--- src/rtl/d_fifo_drain_arbiter_pkg.sv ---
// Shared definitions for the D0/D1 FIFO drain arbiter.
// Optional feature macro: STRICT_PRIO_D0_EN (D0 strict priority instead of round robin).
package d_fifo_drain_arbiter_pkg;

  localparam int unsigned DataWidth = 6;
  localparam int unsigned BufDepth  = 2;

  // Source tag carried alongside each drained word
  typedef enum logic {
    DestD0 = 1'b0,
    DestD1 = 1'b1
  } dest_e;

  // Words either buffered or already requested from a FIFO
  function automatic logic [1:0] occupancy(input logic [1:0] count, input logic inflight);
    return count + {1'b0, inflight};
  endfunction

endpackage

--- src/rtl/d_fifo_drain_arbiter_if.sv ---
// FIFO-side and output-stream signals of the drain arbiter.
// master: the arbiter; slave: FIFOs plus downstream consumer.
interface d_fifo_drain_arbiter_if #(
  parameter int unsigned data_width = 6
);
  logic                  enable;
  logic                  empty_fifo_D0;
  logic                  empty_fifo_D1;
  logic [data_width-1:0] data_out_D0;
  logic [data_width-1:0] data_out_D1;
  logic                  D0_pop;
  logic                  D1_pop;
  logic                  out_valid;
  logic                  out_ready;
  logic [data_width-1:0] out_data;
  logic                  out_dest;

  modport master (
    input  enable, empty_fifo_D0, empty_fifo_D1, data_out_D0, data_out_D1, out_ready,
    output D0_pop, D1_pop, out_valid, out_data, out_dest
  );

  modport slave (
    output enable, empty_fifo_D0, empty_fifo_D1, data_out_D0, data_out_D1, out_ready,
    input  D0_pop, D1_pop, out_valid, out_data, out_dest
  );
endinterface

--- src/rtl/d_fifo_drain_arbiter_out_buf2.sv ---
// Two-entry FIFO holding {dest, data} words between FIFO read and the output stream.
module d_fifo_drain_arbiter_out_buf2 #(
  parameter int unsigned Width = 7
) (
  input  logic             clk_i,
  input  logic             reset_i,
  input  logic             wr_en_i,
  input  logic [Width-1:0] wr_data_i,
  input  logic             rd_en_i,
  output logic [1:0]       count_o,
  output logic [Width-1:0] head_o
);

  logic [Width-1:0] mem_q [2];
  logic [Width-1:0] mem_d [2];
  logic             wr_ptr_q, wr_ptr_d;
  logic             rd_ptr_q, rd_ptr_d;
  logic [1:0]       count_q, count_d;
  logic             rd_ok;

  // Next-state: write at wr_ptr, pop at rd_ptr, count tracks the difference
  always_comb begin
    mem_d    = mem_q;
    wr_ptr_d = wr_ptr_q;
    rd_ptr_d = rd_ptr_q;
    count_d  = count_q;
    rd_ok    = rd_en_i && (count_q != 2'd0);
    if (wr_en_i) begin
      mem_d[wr_ptr_q] = wr_data_i;
      wr_ptr_d        = ~wr_ptr_q;
    end
    if (rd_ok) begin
      rd_ptr_d = ~rd_ptr_q;
    end
    unique case ({wr_en_i, rd_ok})
      2'b10:   count_d = count_q + 2'd1;
      2'b01:   count_d = count_q - 2'd1;
      default: count_d = count_q;
    endcase
  end

  // Storage and pointer registers; reset clears contents so the head reads zero
  always_ff @(posedge clk_i) begin
    if (reset_i) begin
      mem_q[0] <= '0;
      mem_q[1] <= '0;
      wr_ptr_q <= 1'b0;
      rd_ptr_q <= 1'b0;
      count_q  <= 2'd0;
    end else begin
      mem_q    <= mem_d;
      wr_ptr_q <= wr_ptr_d;
      rd_ptr_q <= rd_ptr_d;
      count_q  <= count_d;
    end
  end

  assign count_o = count_q;
  assign head_o  = mem_q[rd_ptr_q];

  // The issue rule upstream must make overflow impossible
  a_no_overflow: assert property (@(posedge clk_i) disable iff (reset_i)
    !(wr_en_i && !rd_ok && count_q == 2'd2));
  a_count_range: assert property (@(posedge clk_i) disable iff (reset_i) count_q != 2'd3);

endmodule

--- src/rtl/d_fifo_drain_arbiter.sv ---
// Drains the D0/D1 FIFOs onto one valid/ready stream, tagging each word with its source.
// Round robin by default; define STRICT_PRIO_D0_EN for D0 strict priority.
module d_fifo_drain_arbiter
  import d_fifo_drain_arbiter_pkg::*;
#(
  parameter int unsigned data_width = DataWidth
) (
  input logic                  clk,
  input logic                  reset,
  d_fifo_drain_arbiter_if.master bus
);

  logic                  inflight_q, inflight_d;
  dest_e                 inflight_src_q, inflight_src_d;
  dest_e                 rr_last_q, rr_last_d;
  logic [1:0]            buf_count;
  logic [data_width:0]   buf_head;
  logic [data_width:0]   wr_data;
  logic                  pop_d0, pop_d1;
  logic                  can_issue, elig_d0, elig_d1, grant_d1;

  // Arbitration and pop strobes from registered state and current empty flags
  always_comb begin
    elig_d0   = !bus.empty_fifo_D0;
    elig_d1   = !bus.empty_fifo_D1;
    // Occupancy is taken before this cycle's dequeue, so back-pressure can never overflow
    can_issue = !reset && bus.enable && (occupancy(buf_count, inflight_q) < 2'(BufDepth));
`ifdef STRICT_PRIO_D0_EN
    grant_d1  = elig_d1 && !elig_d0;
`else
    grant_d1  = elig_d1 && (!elig_d0 || rr_last_q == DestD0);
`endif
    pop_d1    = can_issue && grant_d1;
    pop_d0    = can_issue && elig_d0 && !grant_d1;

    inflight_d     = pop_d0 || pop_d1;
    inflight_src_d = pop_d1 ? DestD1 : DestD0;
    rr_last_d      = rr_last_q;
    if (pop_d0 || pop_d1) begin
      rr_last_d = inflight_src_d;
    end

    wr_data = {inflight_src_q, (inflight_src_q == DestD1) ? bus.data_out_D1 : bus.data_out_D0};
  end

  // In-flight tracking and round-robin pointer
  always_ff @(posedge clk) begin
    if (reset) begin
      inflight_q     <= 1'b0;
      inflight_src_q <= DestD0;
      rr_last_q      <= DestD1;
    end else begin
      inflight_q     <= inflight_d;
      inflight_src_q <= inflight_src_d;
      rr_last_q      <= rr_last_d;
    end
  end

  d_fifo_drain_arbiter_out_buf2 #(
    .Width (data_width + 1)
  ) u_out_buf2 (
    .clk_i     (clk),
    .reset_i   (reset),
    .wr_en_i   (inflight_q),
    .wr_data_i (wr_data),
    .rd_en_i   (bus.out_valid && bus.out_ready),
    .count_o   (buf_count),
    .head_o    (buf_head)
  );

  assign bus.D0_pop    = pop_d0;
  assign bus.D1_pop    = pop_d1;
  assign bus.out_valid = (buf_count != 2'd0);
  assign bus.out_data  = buf_head[data_width-1:0];
  assign bus.out_dest  = buf_head[data_width];

endmodule

--- src/flat_wrapper.sv ---
// flat-port wrapper written by rule: the top's interface ports become plain ports
module d_fifo_drain_arbiter_flat import d_fifo_drain_arbiter_pkg::*;
#(
  parameter int unsigned data_width = DataWidth
)
  (clk, reset, bus_enable, bus_empty_fifo_D0, bus_empty_fifo_D1, bus_data_out_D0, bus_data_out_D1, bus_out_ready, bus_D0_pop, bus_D1_pop, bus_out_valid, bus_out_data, bus_out_dest);
  d_fifo_drain_arbiter_if #(.data_width(data_width)) bus_i ();
  input logic clk;
  input logic reset;
  input wire logic [$bits(bus_i.enable)-1:0] bus_enable;
  input wire logic [$bits(bus_i.empty_fifo_D0)-1:0] bus_empty_fifo_D0;
  input wire logic [$bits(bus_i.empty_fifo_D1)-1:0] bus_empty_fifo_D1;
  input wire logic [$bits(bus_i.data_out_D0)-1:0] bus_data_out_D0;
  input wire logic [$bits(bus_i.data_out_D1)-1:0] bus_data_out_D1;
  input wire logic [$bits(bus_i.out_ready)-1:0] bus_out_ready;
  output wire logic [$bits(bus_i.D0_pop)-1:0] bus_D0_pop;
  output wire logic [$bits(bus_i.D1_pop)-1:0] bus_D1_pop;
  output wire logic [$bits(bus_i.out_valid)-1:0] bus_out_valid;
  output wire logic [$bits(bus_i.out_data)-1:0] bus_out_data;
  output wire logic [$bits(bus_i.out_dest)-1:0] bus_out_dest;
  assign bus_i.enable = bus_enable;
  assign bus_i.empty_fifo_D0 = bus_empty_fifo_D0;
  assign bus_i.empty_fifo_D1 = bus_empty_fifo_D1;
  assign bus_i.data_out_D0 = bus_data_out_D0;
  assign bus_i.data_out_D1 = bus_data_out_D1;
  assign bus_i.out_ready = bus_out_ready;
  assign bus_D0_pop = bus_i.D0_pop;
  assign bus_D1_pop = bus_i.D1_pop;
  assign bus_out_valid = bus_i.out_valid;
  assign bus_out_data = bus_i.out_data;
  assign bus_out_dest = bus_i.out_dest;
  d_fifo_drain_arbiter #(.data_width(data_width)) u_core (.clk(clk), .reset(reset), .bus(bus_i));
endmodule
--- config.mk ---
export PLATFORM = sky130hd
export DESIGN_NAME = d_fifo_drain_arbiter_flat
export DESIGN_NICKNAME = d
export VERILOG_FILES = /design/src/rtl/d_fifo_drain_arbiter_pkg.sv /design/src/rtl/d_fifo_drain_arbiter_if.sv /design/src/rtl/d_fifo_drain_arbiter_out_buf2.sv /design/src/rtl/d_fifo_drain_arbiter.sv /design/src/flat_wrapper.sv
export SDC_FILE = /design/constraint.sdc
export NUM_CORES = 1
export LEC_CHECK = 0
export CORE_ASPECT_RATIO = 1.1
export CORE_MARGIN = 10
export CORE_UTILIZATION = 30
export CTS_CLUSTER_DIAMETER = 150
export DETAILED_ROUTE_END_ITERATION = 8
export PLACE_DENSITY = 0.62
export SETUP_SLACK_MARGIN = 0.02
export SLEW_MARGIN = 20
export SYNTH_ARGS = -nofsm -noshare
export SYNTH_HDL_FRONTEND = slang
export SYNTH_SLANG_ARGS = --single-unit
--- constraint.sdc ---
create_clock -name clk -period 2 [get_ports clk]
set_input_delay 0.4 -clock clk [delete_from_list [all_inputs] [get_ports clk]]
set_output_delay 0.4 -clock clk [all_outputs]
set_load 0.005 [all_outputs]
==> results.md <==
- Outcome: finished, final reports clean
- Cell Count Post-Placement: between 150 and 200
- Std cell rows: 21
- Vias per cell: 4.724
- Setup ws final: 98.08 ps
- Initial antenna violation count: 0
- Global-route usage over all layers: around 8%
- Synthesized flop and latch total: 21
- Largest net degree at the start of global routing: 15
- CTS H-tree depth: 1
- Hpwl dp: roughly 1700 um
- Clock Root Buffer: clkbuf_4
- Post-synth top flop: dfxtp_1
- Part of the Yosys area used for sequential elements: around 46%
- Fin crit period: 1902 ps
- Deepest clock path buffer count: 2
- Final Setup Violations: 0
- Final Skew: 3.850 ps
- Pre-CTS WS: -354.4 ps
- Warnings, synthesis: 0
- Min-Delay Path Class: flop to flop
- Footprint of the multi-input gates: between 400 and 500 sq um
- FFs w/ async S/R, synth: 0%
- CTS tree: done
- Post-synthesis net count: between 100 and 150
- Layout area overhead: 44.10%
- Synth top area cells: dfxtp_1 (46%), mux2_2 (8.5%), mux2i_1 (7.6%)
- ANT cells: 0
- Pre-Repair DR Iteration Count: 4
- Worst-margin pin slew: 577.8 ps
- Worst path arrival time: roughly 1500 ps
- Startpoint Class: flop
- Fill cell count: approximately 320
- Worst hold slack: roughly 470 ps
- WL final: between 2000 and 2500 um
- Crit share post-route: 95.10%
- DRT antenna net count: 0
- Worst relative slew slack: 61.48%
- Endpoint class of the critical path: output pin
- Post-synthesis cell area: 922.1 sq um
- Starting density of the core: a little under a third
- Syn_area_per_cell: slightly above 9 sq um
- Final #Nets: about 160
- Tot Pwr: between 0.001 and 0.0015 W
- GR Overflow Total: 0
- First-pass GRT wire length: 3774 um
- Top Ports: 28
- CTS Sinks: 21
- Post-synth EDFFs: 0
- Vias in the first global route: approximately 880
- Die Ht: 78.15 um
- Leading area contributor after synthesis: dfxtp_1
- Max Transition Viols Final: 0
- Synthesized instance count: ~100
- Layout cells sized above 1: 19.12%
- CP required: around 1600 ps
- Share of the synthesized area in the top cell type: between 40% and 50%
- Final Hold Viols: 0
- Die area: around 5700 sq um
- Max-Cap Viols: 0
- Core area: 2995 sq um
- Routed len/inst: about 13 um
- Distinct cells, synth: 25
- Number of DRC markers in iteration 0: 29
- Storage cell area: ~420 sq um
- Placer Congestion: between 0.6 and 0.7
- Max VDD drop: ~0.54 mV
- # DRC: 0
- Clock Pin Slew Worst Setup and Hold Paths: about 120 ps
- Static Leakage: 0.5725 nW
- Achievable Freq: ~530 MHz
- Crit path max fanout: 3
- Die width: roughly 73 um
- Hold-fix buffers at CTS: 0
- PD cells: 873.0 nW/um^2
- RSZ-0062 raised after global routing: no
- TritonCTS Buffers: 3
- Non-Filler Instances: 170
- Critical Setup Path Class: flop to output pin
- PortBufs: 27
- Vias: about 800
- Clk_lat worst skew: 300 ps
==> where the power goes <==
group	switching (W)	internal, W
registers	0.0000439	0.000475
logic	0.000171	0.000268
clock network	0.000125	0.0000776
total	0.000340	0.000820
==> worst max-delay path: stages (launching register included) <==
cell,delay (ps)
dfxtp_4,390
buf_4,100
buf_4,110
mux2_2,330
dlygate4sd2_1,270
==> final cells by class <==
cell class / instances / area share (%)
Multi-Input combinational cell: 71 / 35.50
Tap cell: 34 / 3.202
Sequential cell: 21 / 31.92
Clock buffer: 4 / 1.977
Timing Repair Buffer: 37 / 26.55
Inverter: 3 / 0.8475
==> path summary, 6_finish.rpt <==
| kind | slack, ps | cells past startpoint | end | start |
|---|---|---|---|---|
| worst max-delay path | 100 | 4 | bus_out_data[3] | u_core.u_out_buf2.rd_ptr_q$_SDFFE_PP0P_ |
| worst min-delay path | 470 | 2 | u_core.u_out_buf2.mem_q[5]$_SDFFE_PP0P_ | u_core.u_out_buf2.mem_q[5]$_SDFFE_PP0P_ |
| worst min register to register | 470 | 2 | u_core.u_out_buf2.mem_q[5]$_SDFFE_PP0P_ | u_core.u_out_buf2.mem_q[5]$_SDFFE_PP0P_ |
| worst max register to register | 370 | 5 | u_core.u_out_buf2.count_o[1]$_SDFFE_PP0P_ | u_core.u_out_buf2.count_o[0]$_SDFFE_PP0P_ |
==> stage by stage <==
step	setup TNS, ps	utilization (%)	instance area [sq um]
detailed placement	-579.5	42.27	1266
global placement	-431.0	42.27	1266
floorplan	0	-	922.1
CTS	0	44.03	1319
global route	0	44.36	1329
finish	0	44.36	1329
==> cells in the mapped netlist, drive strengths merged (2+ instances only) <==
cell / n
dfxtp: 21
nor2: 14
o21ai: 9
mux2: 7
mux2i: 7
nand2: 7
a211oi: 6
a21oi: 4
buf: 3
inv: 3
xnor2: 3
nor2b: 2
o211ai: 2
==> cell families (layout without fill, tap and decap cells) <==
kind of cell,Yosys count,count (layout),share of synthesized area [%]
simple gates,29,29,14.38
compound gates,23,23,15.20
flops,21,21,45.59
mux,14,14,16.15
buf+inv,7,44,3.528
xor+xnor,4,4,3.800
fa+ha+maj,1,1,1.357
==> flip-flops by register name (all words and copies together) (netlist names) <==
signal	count
u_core.u_out_buf2.count_o	2
u_core.u_out_buf2.rd_ptr_q	1
u_core.u_out_buf2.wr_ptr_q	1
u_core.rr_last_q	1
u_core.inflight_src_q	1
u_core.inflight_q	1
u_core.u_out_buf2.mem_q	14
==> timing repair <==
item,in CTS,in global routing
pin swaps,1,2
buffers inserted,2,1
resized for setup,11,6
endpoints found under the setup margin,7,5
==> per-layer routing <==
metal	part of all wire, %	wire length (um)	GRT usage, %	up-vias
met5	0	0	0	-
met4	0.74	17	3.422	0
met3	9.3	212	3.774	2
met2	48	1104	14.67	18
met1	42	949	7.743	364
li1	-	-	-	419
==> cells in the final DEF (no fill, tap or decap), drive strengths merged, types with 2 or more instances in the layout <==
cell and instances:
mux2 7, a21oi 4, o21ai 9, nor2 14
o211ai 2, dlygate4sd2 6, buf 11, mux2i 7
nor2b 2, clkdlybuf4s50 17, a211oi 6, dfxtp 21
inv 3, nand2 7, dlymetal6s2s 3, clkbuf 4
xnor2 3
No activity file was read; power rests on OpenSTA's default activity.
